==> src/rtl/pass_entry_ctrl_if.sv <==
// Handshake and register-bank bus between the digit source, the entry controller
// and the entry-register bank.
interface pass_entry_ctrl_if;
    logic       enter;
    logic [3:0] digit;
    logic [3:0] reg_load;
    logic [3:0] reg_data;
    logic       reg_clr;
    logic [1:0] digit_idx;
    logic       access;
    logic       bad;
    logic       locked;
    logic [3:0] tries_left;

    modport master (
        output enter, digit,
        input  reg_load, reg_data, reg_clr, digit_idx, access, bad, locked, tries_left
    );

    modport slave (
        input  enter, digit,
        output reg_load, reg_data, reg_clr, digit_idx, access, bad, locked, tries_left
    );
endinterface

==> src/rtl/pass_entry_ctrl.sv <==
// Password entry sequencer: steers four digits into the entry bank, checks the code,
// counts failures and locks out. PEC_LOCK_TIMER_EN enables a timed lockout release.
module pass_entry_ctrl #(
    parameter logic [15:0]  PASSWORD    = 16'h1234,
    parameter int unsigned  MAX_TRIES   = 3,
    parameter int unsigned  LOCK_CYCLES = 1000
) (
    input  logic             clk,
    input  logic             rts,
    pass_entry_ctrl_if.slave bus
);
    localparam int unsigned TRIES_W = 4;
    localparam logic [TRIES_W-1:0] TRIES_INIT = TRIES_W'(MAX_TRIES);

    typedef enum logic [2:0] {
        ST_ENTRY, ST_CHECK, ST_FAIL, ST_GRANTED, ST_LOCKED
    } state_t;

    state_t             r_state,    w_state_d;
    logic [15:0]        r_shadow,   w_shadow_d;
    logic [1:0]         r_idx,      w_idx_d;
    logic [3:0]         r_reg_load, w_reg_load_d;
    logic [3:0]         r_reg_data, w_reg_data_d;
    logic               r_reg_clr,  w_reg_clr_d;
    logic               r_access,   w_access_d;
    logic               r_bad,      w_bad_d;
    logic               r_locked,   w_locked_d;
    logic [TRIES_W-1:0] r_tries,    w_tries_d;
    logic [TRIES_W-1:0] w_tries_dec;

`ifdef PEC_LOCK_TIMER_EN
    localparam int unsigned CNT_W = 20;
    localparam logic [CNT_W-1:0] LOCK_INIT = CNT_W'(LOCK_CYCLES);
    logic [CNT_W-1:0]   r_lock_cnt, w_lock_cnt_d;
`endif

    assign w_tries_dec = r_tries - TRIES_W'(1);

    always_ff @(posedge clk) begin
        if (rts) begin
            r_state    <= ST_ENTRY;
            r_shadow   <= '0;
            r_idx      <= '0;
            r_reg_load <= '0;
            r_reg_data <= '0;
            r_reg_clr  <= 1'b1;
            r_access   <= 1'b0;
            r_bad      <= 1'b0;
            r_locked   <= 1'b0;
            r_tries    <= TRIES_INIT;
        end else begin
            r_state    <= w_state_d;
            r_shadow   <= w_shadow_d;
            r_idx      <= w_idx_d;
            r_reg_load <= w_reg_load_d;
            r_reg_data <= w_reg_data_d;
            r_reg_clr  <= w_reg_clr_d;
            r_access   <= w_access_d;
            r_bad      <= w_bad_d;
            r_locked   <= w_locked_d;
            r_tries    <= w_tries_d;
        end
    end

`ifdef PEC_LOCK_TIMER_EN
    always_ff @(posedge clk) begin
        if (rts) r_lock_cnt <= '0;
        else     r_lock_cnt <= w_lock_cnt_d;
    end
`endif

    // Next state and next registered outputs; strobes default low, levels recomputed.
    always_comb begin
        w_state_d    = r_state;
        w_shadow_d   = r_shadow;
        w_idx_d      = r_idx;
        w_reg_load_d = 4'b0000;
        w_reg_data_d = r_reg_data;
        w_reg_clr_d  = 1'b0;
        w_access_d   = 1'b0;
        w_bad_d      = 1'b0;
        w_locked_d   = 1'b0;
        w_tries_d    = r_tries;
`ifdef PEC_LOCK_TIMER_EN
        w_lock_cnt_d = r_lock_cnt;
`endif
        unique case (r_state)
            ST_ENTRY: begin
                if (bus.enter) begin
                    unique case (r_idx)
                        2'd0: w_shadow_d[15:12] = bus.digit;
                        2'd1: w_shadow_d[11:8]  = bus.digit;
                        2'd2: w_shadow_d[7:4]   = bus.digit;
                        2'd3: w_shadow_d[3:0]   = bus.digit;
                    endcase
                    w_reg_load_d = 4'b0001 << r_idx;
                    w_reg_data_d = bus.digit;
                    w_idx_d      = r_idx + 2'd1;
                    if (r_idx == 2'd3) w_state_d = ST_CHECK;
                end
            end
            ST_CHECK: begin
                if (r_shadow == PASSWORD) begin
                    w_state_d  = ST_GRANTED;
                    w_access_d = 1'b1;
                    w_tries_d  = TRIES_INIT;
                end else begin
                    w_tries_d   = w_tries_dec;
                    w_bad_d     = 1'b1;
                    w_reg_clr_d = 1'b1;
                    if (w_tries_dec == '0) begin
                        w_state_d  = ST_LOCKED;
                        w_locked_d = 1'b1;
`ifdef PEC_LOCK_TIMER_EN
                        w_lock_cnt_d = LOCK_INIT;
`endif
                    end else begin
                        w_state_d = ST_FAIL;
                    end
                end
            end
            ST_FAIL: begin
                w_shadow_d = '0;
                w_idx_d    = '0;
                w_state_d  = ST_ENTRY;
            end
            ST_GRANTED: begin
                w_access_d = 1'b1;
            end
            ST_LOCKED: begin
`ifdef PEC_LOCK_TIMER_EN
                // Leave when the count expires so locked is high for exactly LOCK_CYCLES.
                w_lock_cnt_d = r_lock_cnt - CNT_W'(1);
                if (r_lock_cnt <= CNT_W'(1)) begin
                    w_lock_cnt_d = '0;
                    w_state_d    = ST_ENTRY;
                    w_reg_clr_d  = 1'b1;
                    w_tries_d    = TRIES_INIT;
                    w_shadow_d   = '0;
                    w_idx_d      = '0;
                end else begin
                    w_locked_d = 1'b1;
                end
`else
                w_locked_d = 1'b1;
`endif
            end
            default: w_state_d = ST_ENTRY;
        endcase
    end

    assign bus.reg_load   = r_reg_load;
    assign bus.reg_data   = r_reg_data;
    assign bus.reg_clr    = r_reg_clr;
    assign bus.digit_idx  = r_idx;
    assign bus.access     = r_access;
    assign bus.bad        = r_bad;
    assign bus.locked     = r_locked;
    assign bus.tries_left = r_tries;
endmodule

==> src/flat_wrapper.sv <==
// flat-port wrapper written by rule: the top's interface ports become plain ports
module pass_entry_ctrl_flat 
#(
    parameter logic [15:0]  PASSWORD    = 16'h1234,
    parameter int unsigned  MAX_TRIES   = 3,
    parameter int unsigned  LOCK_CYCLES = 1000
)
  (clk, rts, bus_enter, bus_digit, bus_reg_load, bus_reg_data, bus_reg_clr, bus_digit_idx, bus_access, bus_bad, bus_locked, bus_tries_left);
  pass_entry_ctrl_if bus_i ();
  input  logic clk;
  input  logic rts;
  input wire logic [$bits(bus_i.enter)-1:0] bus_enter;
  input wire logic [$bits(bus_i.digit)-1:0] bus_digit;
  output wire logic [$bits(bus_i.reg_load)-1:0] bus_reg_load;
  output wire logic [$bits(bus_i.reg_data)-1:0] bus_reg_data;
  output wire logic [$bits(bus_i.reg_clr)-1:0] bus_reg_clr;
  output wire logic [$bits(bus_i.digit_idx)-1:0] bus_digit_idx;
  output wire logic [$bits(bus_i.access)-1:0] bus_access;
  output wire logic [$bits(bus_i.bad)-1:0] bus_bad;
  output wire logic [$bits(bus_i.locked)-1:0] bus_locked;
  output wire logic [$bits(bus_i.tries_left)-1:0] bus_tries_left;
  assign bus_i.enter = bus_enter;
  assign bus_i.digit = bus_digit;
  assign bus_reg_load = bus_i.reg_load;
  assign bus_reg_data = bus_i.reg_data;
  assign bus_reg_clr = bus_i.reg_clr;
  assign bus_digit_idx = bus_i.digit_idx;
  assign bus_access = bus_i.access;
  assign bus_bad = bus_i.bad;
  assign bus_locked = bus_i.locked;
  assign bus_tries_left = bus_i.tries_left;
  pass_entry_ctrl #(.PASSWORD(PASSWORD), .MAX_TRIES(MAX_TRIES), .LOCK_CYCLES(LOCK_CYCLES)) u_core (.clk(clk), .rts(rts), .bus(bus_i));
endmodule
==> config.mk <==
export PLATFORM = sky130hd
export DESIGN_NAME = pass_entry_ctrl_flat
export DESIGN_NICKNAME = d
export VERILOG_FILES = /design/src/rtl/pass_entry_ctrl_if.sv /design/src/rtl/pass_entry_ctrl.sv /design/src/flat_wrapper.sv
export SDC_FILE = /design/constraint.sdc
export NUM_CORES = 1
export LEC_CHECK = 0
export ABC_AREA = 1
export BUFFER_PORTS_ARGS = -buffer_cell sky130_fd_sc_hd__buf_2
export CAP_MARGIN = 10
export CORE_MARGIN = 5
export CORE_UTILIZATION = 30
export DETAILED_ROUTE_END_ITERATION = 12
export PLACE_DENSITY_LB_ADDON = 0.12
export SLEW_MARGIN = 15
export SYNTH_ARGS = -nofsm -noshare
export SYNTH_HDL_FRONTEND = slang
export SYNTH_SLANG_ARGS = --single-unit
==> constraint.sdc <==
create_clock -name clk -period 1.6 [get_ports clk]
set_clock_uncertainty 0.1 [all_clocks]
set_input_delay 0.32 -clock clk [delete_from_list [all_inputs] [get_ports clk]]
set_output_delay 0.32 -clock clk [all_outputs]
set_load 0.005 [all_outputs]
==> results of run 1 <==
==> critical path, cell delays in order, from the launching register on <==
cell,delay (ns)
dfxtp_2,0.35
inv_1,0.12
ha_1,0.17
nand2_1,0.05
nand2_1,0.14
nand2_1,0.13
o21ai_0,0.19
nor2_1,0.05
==> through the flow <==
stage / cell area (µm²) / std cells
final: 2040 / 328
after global routing: 2040 / 328
after CTS: 2040 / 328
after detailed placement: 1950 / 321
after global placement: 1950 / 321
after floorplan: 1700 / 221
==> cell type report <==
type	count	area, µm²	area share
Multi-Input combinational cell	155	835	0.409
Sequential cell	37	743	0.364
Timing Repair Buffer	32	193	0.0944
Inverter	25	93.8	0.0460
Tap cell	72	90.1	0.0441
Clock buffer	7	86.3	0.0423
==> routing by layer <==
metal / share of wire / vias up / GRT usage
met5: 0 / - / 0
met4: 0.013 / 0 / 0.0432
met3: 0.051 / 4 / 0.0330
met2: 0.47 / 33 / 0.185
met1: 0.47 / 691 / 0.149
li1: - / 790 / -
==> registers in the layout, summed over array words and instances (netlist names) <==
signal	flops
u_core.bus.access	1
u_core.bus.reg_clr	1
u_core.r_state	3
u_core.bus.bad	1
u_core.bus.reg_load	4
u_core.bus.digit_idx	2
u_core.r_shadow	16
u_core.bus.locked	1
u_core.bus.tries_left	4
u_core.bus.reg_data	4
==> cells by family after synthesis <==
group | count (synthesis) | synth area share
buffers and inverters | 29 | 0.0715
flip-flops | 37 | 0.437
AND/OR/NAND/NOR | 99 | 0.276
adder cells (fa/ha/maj) | 6 | 0.0442
AO/OA/AOI/OAI | 50 | 0.172
==> worst min path at each step <==
| stage | from | endpoint | slack (ns) | depth (start not counted) |
|---|---|---|---|---|
| finish | bus_digit[0] | u_core.bus.reg_data[0] | 0.20 | 3 |
| global route | bus_digit[0] | u_core.bus.reg_data[0] | 0.20 | 3 |
| CTS | bus_digit[0] | u_core.bus.reg_data[0] | 0.20 | 3 |
| detailed placement | u_core.r_shadow[6] | u_core.r_shadow[6] | 0.37 | 2 |
| global placement | u_core.r_shadow[6] | u_core.r_shadow[6] | 0.37 | 2 |
| floorplan | rts | u_core.bus.digit_idx[1] | 0.32 | 1 |
==> report_power, final <==
group          switching, µW  internal (µW)
logic                    703            440
registers                166           1150
clock network            321            342
==> placed cells by master, fill, tap and decap left out <==
master    count
a21oi_1      20
a21oi_2       5
buf_12        1
buf_2        24
buf_4         7
clkbuf_1      1
clkbuf_8      6
dfxtp_1      35
dfxtp_2       2
ha_1          6
inv_1        21
inv_2         4
nand2_1      34
nand2_2       2
nand2_4       2
nand3_1      14
nand4_1       2
nor2_1       33
nor2_2        2
nor2_4        4
nor3_1        5
nor3_4        1
o211ai_1      2
o21ai_0      13
o21ai_1       6
o21ai_2       2
o22ai_2       1
o31ai_1       1
==> flow_metrics.py, run 1 <==
metrics = {
    "logic_synthesis": {
        "synth_area_leaders": "dfxtp_1 44%, nand2_1 7.5%, nor2_1 7.3%, a21oi_1 5.9%, o21ai_0 4.7%",
        "synthesis.area_mm2": 0.00170,
        "synth_edf_count": 0,
        "yosysMostFrequentCell": "dfxtp_1",
        "synthCells": 221,
        "ys_seq_elements": 37,
        "synth_top_area_frac": 0.437,
        "yosysTopAreaCell": "dfxtp_1",
        "syn_area_per_cell_um2": 7.68,
        "synthDistinctLibCells": 25,
        "synth_seq_area_share": 0.437,
        "ys_warn_count": 0,
        "ys_async_sr_fraction": 0,
        "yosys_most_used_dff": "dfxtp_1",
        "synthTopCellsByCount": "37 x dfxtp_1, 34 x nand2_1, 33 x nor2_1",
        "synth_nets": 234,
    },
    "cts": {
        "cts_tree": "done",
        "clkLatencyLatePin_ns": 0.29,
        "clockRootBuffer": "clkbuf_8",
        "cts_sinks": 37,
        "post_cts_resized": 0,
        "numCtsBuffers": 5,
        "h-tree-depth": 2,
        "cts.path.max_buffers": 2,
        "clk_pin_slew_worst_paths_ns": 0.07,
        "post-cts-setup-buffers": 0,
        "ctsHoldBuffers": 0,
    },
    "power": {
        "vdd_drop_max_mv": 0.393,
        "p_total_uw": 3120,
        "powerDensity_mw_per_mm2": 1530,
        "power_leakage_uw": 0.000890,
    },
    "drt": {
        "avgRoutedWirePerCell_um": 12.0,
        "antenna_left": 0,
        "drt_iter0_drc": 40,
        "wl_um": 3940,
        "firstDrtPassIters": 4,
        "drc": 0,
        "routed-via-count": 1518,
        "routed_via_density": 4.63,
    },
    "timing": {
        "clock.fmax_mhz": 704,
        "holdWs_ns": 0.196,
        "period_minus_slack_ns": 1.42,
        "timing.final.ws_setup_ns": 0.179,
        "slew_viol_final": 0,
        "setup_tns_ns": 0,
        "hold_viol": 0,
        "setup_violations": 0,
        "rsz0062_at_grt": "no",
        "period_share": 0.888,
        "tightest_slew_ns": 0.396,
        "relSlewSlack": 0.735,
    },
    "job": {
        "maxCapViolations": 0,
    },
    "final_layout": {
        "final_nets": 269,
        "antenna_cells": 0,
        "fill_cells": 595,
        "final_util": 0.371,
        "syn_to_final_growth_pct": 20.3,
        "drive_above_1_share": 0.246,
    },
    "floorplanning": {
        "dieArea_mm2": 0.00726,
        "io_pins": 25,
        "die_w_um": 85.2,
        "coreArea_mm2": 0.00551,
        "die_y_um": 85.2,
        "row_count": 27,
        "start_util": 0.308,
    },
    "critical_path": {
        "regToRegSetupSlack_ns": 0.18,
        "path_class": "reg2reg",
        "crit_required_ns": 1.68,
        "timing.rr.start": "u_core.bus.digit_idx[0]",
        "setup.worst_path.start": "u_core.bus.digit_idx[0]",
        "cp-end-kind": "flop",
        "start_kind": "flop",
        "reg2reg_to": "u_core.r_shadow[4]",
        "worstSetupEndpoint": "u_core.r_shadow[4]",
        "reg2reg_depth": 7,
        "worstPathArrival_ns": 1.50,
        "cp_max_fo": 5,
    },
    "placement": {
        "place_congestion": 0.771,
        "dp_worst_setup_slack_ns": 0.126,
        "dp_hpwl_um": 2970,
        "port_buffers": 24,
    },
    "worst_hold_path": {
        "min_path_type": "in2reg",
    },
    "global_route": {
        "grt_pass1_vias": 1412,
        "grt_max_degree": 21,
        "grt_usage": 0.116,
        "overflow": 0,
        "antenna_found_initial": 0,
        "grt_pass1_wl_um": 6670,
    },
    "status": {
        "status": "completed",
    },
}
Power figures use the tool's default switching activity.
==> inputs of run 2 (changes only) <==
- BUFFER_PORTS_ARGS: -buffer_cell sky130_fd_sc_hd__buf_2 -> not set
- DONT_BUFFER_PORTS: not set -> 1
==> run 2 against run 1 <==
First-iteration DRC count stayed put. Die area stayed put. Final area is 4.4% lower. Sequential share of layout area is 1.6 points higher. Critical endpoint is now u_core.r_shadow[2]. Largest cell class unchanged. Largest power group unchanged.
==> flow_metrics.py, run 2 (synthesized netlist as in run 1, its figures left out) <==
metrics = {
    "power": {
        "internal_power_uw": 1960,
        "power_leakage_uw": 0.000798,
        "powerDensity_mw_per_mm2": 1610,
        "clkPwrFrac": 0.229,
        "vdd_drop_max_mv": 0.466,
        "power_frac_comb": 0.350,
        "switching_share": 0.377,
        "switchingPower_uw": 1190,
        "seqPwrFrac": 0.420,
    },
    "floorplanning": {
        "dieArea_mm2": 0.00726,
        "start_util": 0.308,
        "io_pins": 25,
        "coreArea_mm2": 0.00551,
        "die_y_um": 85.2,
        "row_count": 27,
        "die_w_um": 85.2,
    },
    "drt": {
        "avgRoutedWirePerCell_um": 12.2,
        "antenna_left": 0,
        "route.met2.wl_um": 1630,
        "wl_met3_um": 117,
        "dr.max_layer_used": "met4",
        "routed_via_density": 4.51,
        "wl_um": 3770,
        "wl_met1_um": 1970,
        "drt_iter0_drc": 40,
        "routed-via-count": 1388,
        "firstDrtPassIters": 6,
        "drc": 0,
    },
    "final_layout": {
        "final_cell_mix": "36 x dfxtp_1, 34 x nand2_1, 33 x nor2_1, 21 x inv_1, 20 x a21oi_1",
        "final_common_cell": "dfxtp_1",
        "largest_reg_flops": 16,
        "max_flop_register": "u_core.r_shadow",
        "final_nets": 248,
        "antenna_cells": 0,
        "syn_to_final_growth_pct": 15.0,
        "drive_above_1_share": 0.178,
    },
    "timing": {
        "slew_viol_final": 0,
        "rsz0062_at_grt": "no",
        "holdWs_ns": 0.0272,
        "relSlewSlack": 0.702,
        "setup_tns_ns": 0,
        "clock.fmax_mhz": 695,
        "setup_violations": 0,
        "hold_viol": 0,
        "period_share": 0.899,
        "period_minus_slack_ns": 1.44,
        "tightest_slew_ns": 0.445,
    },
    "critical_path": {
        "crit_required_ns": 1.68,
        "timing.rr.start": "u_core.bus.digit_idx[0]",
        "cp_max_fo": 5,
        "regToRegSetupSlack_ns": 0.16,
        "path_class": "reg2reg",
        "reg2reg_to": "u_core.r_shadow[2]",
        "worstPathArrival_ns": 1.52,
        "start_kind": "flop",
        "reg2reg_depth": 6,
        "cp-end-kind": "flop",
    },
    "global_route": {
        "antenna_found_initial": 0,
        "grt_max_degree": 18,
        "grt_pass1_wl_um": 6520,
        "grt_pass1_vias": 1350,
        "grt_usage": 0.114,
        "overflow": 0,
    },
    "worst_hold_path": {
        "min_from": "rts",
        "min_path_type": "in2reg",
        "min_delay_path_depth": 1,
        "hold_path_end": "u_core.bus.digit_idx[1]",
    },
    "cts": {
        "cts.path.max_buffers": 2,
        "h-tree-depth": 2,
        "cts_sinks": 37,
        "numCtsBuffers": 5,
        "post-cts-setup-buffers": 0,
        "clk_pin_slew_worst_paths_ns": 0.08,
        "clkLatencyLatePin_ns": 0.29,
        "clockRootBuffer": "clkbuf_8",
        "cts_tree": "done",
    },
    "placement": {
        "place_congestion": 0.776,
        "dp_hpwl_um": 2900,
        "port_buffers": 0,
    },
    "job": {
        "maxCapViolations": 0,
    },
    "status": {
        "status": "completed",
    },
}
run 2: through the flow:
step	instance area (µm²)	util	power (µW)	instances	setup slack, ns
final	1950	0.354	3150	308	0.161
after global routing	1950	0.354	3420	308	0.00202
after CTS	1950	0.353	3190	308	0.0796
after detailed placement	1830	0.333	2440	299	0.0881
after global placement	1830	0.333	2460	299	0.0430
after floorplan	1700	-	2140	221	0.0767
run 2: what timing repair did:
action,4_1_cts,5_1_grt
setup endpoints to repair,0,3
gates resized for setup,0,2
hold buffers,1,0
endpoints found under the hold margin,10,0
run 2: worst max path at each step:
stage / from / end / cells after the start
after floorplan: u_core.bus.digit_idx[0] / u_core.r_shadow[13] / 6
after global placement: u_core.r_state[1] / u_core.r_shadow[13] / 5
after detailed placement: u_core.r_state[1] / u_core.r_shadow[13] / 5
after CTS: u_core.r_state[1] / u_core.r_shadow[13] / 5
after global routing: u_core.bus.digit_idx[0] / u_core.r_shadow[2] / 6
final: u_core.bus.digit_idx[0] / u_core.r_shadow[2] / 6
run 2: power groups by stage:
stage / registers [µW] / clock network, µW / logic [µW]
floorplan: 1320 / 0 / 820
global placement: 1350 / 0 / 1110
detailed placement: 1350 / 0 / 1090
CTS: 1320 / 760 / 1100
global route: 1360 / 798 / 1270
finish: 1320 / 722 / 1100
run 2: worst max-delay path, cell delays in order (launching register included):
cell and delay, ns:
dfxtp_1 0.34, buf_4 0.17, ha_1 0.24, nor2_1 0.20, nor2_4 0.07, o21ai_0 0.16
nor2_1 0.05
run 2: final cells by class:
type,count,area (µm²)
Timing Repair Buffer,11,85.1
Clock buffer,7,96.3
Multi-Input combinational cell,155,840
Sequential cell,37,742
Clock inverter,1,5.00
Inverter,25,93.8
Fill cell,591,3550
Tap cell,72,90.1
run 2: layer usage:
layer,vias up,GRT usage
li1,751,-
met1,618,0.151
met2,15,0.174
met3,4,0.0340
met4,0,0.0388
met5,-,0
==> inputs of run 3 (changes only) <==
- CORE_UTILIZATION: 30 -> 51
- RECOVER_POWER: not set -> 50
- clock period: 1.6 -> 1.3 ns (I/O delays scaled with it)
==> run 3 against run 2 <==
The run now ends with setup timing left. Sequential power up 27%. Final area up 15%. Count of clock-buffer cells in the layout unchanged. Largest cell class unchanged. Highest routed layer unchanged.
==> flow_metrics.py, run 3 (synthesized netlist as in run 1, its figures left out) <==
metrics = {
    "status": {
        "status": "finished with violations",
        "violations": "setup timing",
    },
    "final_layout": {
        "fill_cells": 265,
        "stdcell_count": 298,
        "final_common_cell": "dfxtp_1",
        "final_nets": 264,
        "final_area_mm2": 0.00225,
        "largest_reg_flops": 16,
        "seq_area_um2": 757,
        "antenna_cells": 0,
        "final_cell_mix": "30 x dfxtp_1, 26 x nand2_1, 26 x nor2_1, 17 x buf_4, 16 x inv_1",
        "syn_to_final_growth_pct": 32.4,
        "multi_input_area_mm2": 0.00100,
        "drive_above_1_share": 0.393,
        "max_flop_register": "u_core.r_shadow",
    },
    "floorplanning": {
        "start_util": 0.517,
        "io_pins": 25,
        "die_y_um": 67.7,
        "dieArea_mm2": 0.00458,
        "row_count": 21,
        "die_w_um": 67.7,
        "coreArea_mm2": 0.00328,
    },
    "drt": {
        "drc": 0,
        "routed_via_density": 5.17,
        "drt_iter0_drc": 71,
        "firstDrtPassIters": 4,
        "antenna_left": 0,
        "avgRoutedWirePerCell_um": 13.4,
        "wl_um": 4000,
        "routed-via-count": 1542,
    },
    "power": {
        "seqPwrFrac": 0.391,
        "power_frac_comb": 0.449,
        "vdd_drop_max_mv": 0.852,
        "internal_power_uw": 2600,
        "powerDensity_mw_per_mm2": 1910,
        "power_leakage_uw": 0.000893,
        "clkPwrFrac": 0.159,
        "switchingPower_uw": 1700,
        "switching_share": 0.394,
    },
    "timing": {
        "setup_violations": 2,
        "period_minus_slack_ns": 1.30,
        "rsz0062_at_grt": "yes",
        "period_share": 1.00,
        "timing.final.ws_setup_ns": -0.00247,
        "slew_viol_final": 0,
        "hold_viol": 0,
        "tightest_slew_ns": 0.476,
        "relSlewSlack": 0.682,
        "clock.fmax_mhz": 768,
        "holdWs_ns": 0.0188,
    },
    "critical_path": {
        "timing.rr.start": "u_core.r_state[0]",
        "start_kind": "flop",
        "reg2reg_to": "u_core.bus.digit_idx[1]",
        "regToRegSetupSlack_ns": -0.002,
        "max_stage_delay_ns": 0.39,
        "path_class": "reg2reg",
        "cpMaxStageDelayCell": "dfxtp_4",
        "crit_chain": "nor2_4 -> nand2_4 -> nor2_4 -> buf_6 -> nand3_2 -> o31ai_1",
        "crit_required_ns": 1.45,
        "cp-end-kind": "flop",
        "cp_max_fo": 5,
        "crit_top_cell": "nor2_4",
        "reg2reg_depth": 6,
        "setup.worst_path.start": "u_core.r_state[0]",
        "worstPathArrival_ns": 1.45,
    },
    "global_route": {
        "grt_max_degree": 19,
        "grt_usage": 0.193,
        "antenna_found_initial": 0,
        "grt_pass1_vias": 1439,
        "overflow": 0,
        "grt_pass1_wl_um": 6520,
    },
    "cts": {
        "cts_tree": "done",
        "clkLatencyLatePin_ns": 0.34,
        "numCtsBuffers": 5,
        "clk_pin_slew_worst_paths_ns": 0.11,
        "cts_sinks": 37,
        "h-tree-depth": 2,
        "cts.path.max_buffers": 2,
        "clockRootBuffer": "clkbuf_4",
    },
    "worst_hold_path": {
        "min_delay_path_depth": 2,
        "hold_path_end": "u_core.bus.reg_data[1]",
        "min_from": "bus_digit[1]",
        "min_path_type": "in2reg",
    },
    "placement": {
        "dp_hpwl_um": 2820,
        "dp.cells": 281,
        "place_congestion": 0.848,
        "placed_area_mm2": 0.00188,
        "port_buffers": 0,
    },
    "job": {
        "maxCapViolations": 0,
    },
}
## run 3: changes by cell type in the layout (fill, tap and decap cells not counted), moves of 7 or more
| cell | previous run | this run |
|---|---|---|
| o21ai_0 | 16 | 3 |
| o21ai_1 | 3 | 12 |
| nand2_1 | 34 | 26 |
| buf_4 | 10 | 17 |
| nor2_1 | 33 | 26 |
## run 3: repair_timing
action / 4_1_cts / 5_1_grt
endpoints found under the hold margin: 11 / 1
hold buffers: 1 / 1
resized for setup: 36 / 42
endpoints found under the setup margin: 29 / 34
pin swaps: 6 / 8
cloned: 1 / 0
setup buffers: 1 / 5
## run 3: how the worst max path moves through the flow
stage | to
CTS | u_core.r_shadow[6]
finish | u_core.bus.digit_idx[1]
global route | u_core.r_state[0]
floorplan | u_core.r_shadow[13]
detailed placement | u_core.r_shadow[13]
global placement | u_core.r_shadow[13]
## run 3: cell type report
cell class,instances,share of cell area
inverters,25,0.0462
repair buffers,27,0.114
clock buffers,7,0.0290
clock inverters,1,0.00223
multi-input cells,155,0.447
flip-flops and latches,37,0.337
well taps,46,0.0256
## run 3: power groups by stage
stage	clock [µW]	sequential, µW	combinational [µW]
floorplan	0	1630	1030
global placement	0	1640	1460
finish	685	1680	1930
CTS	702	1650	1680
global route	756	1710	2130
detailed placement	0	1650	1490
## run 3: routing by layer
metal	global-route usage	part of all wire
met1	0.237	0.44
met4	0.0759	0.013
met2	0.313	0.49
met3	0.0582	0.057
met5	0	0
## run 3: worst max-delay path: cells and delay by family (launching register included)
| kind | cells | cell delay (ns) |
|---|---|---|
| AO/OA/AOI/OAI | 1 | 0.06 |
| buffers and inverters | 1 | 0.17 |
| flip-flops | 1 | 0.39 |
| AND/OR/NAND/NOR | 4 | 0.48 |
## run 3: per-stage QoR
step / power, µW / setup slack, ns / utilization / TNS, ns
floorplan: 2660 / -0.000133 / - / -0.000133
global placement: 3100 / -0.116 / 0.574 / -0.830
detailed placement: 3140 / -0.135 / 0.574 / -1.33
CTS: 4030 / -0.0173 / 0.636 / -0.0632
global route: 4600 / -0.0759 / 0.684 / -1.00
finish: 4300 / -0.00247 / 0.684 / -0.00352
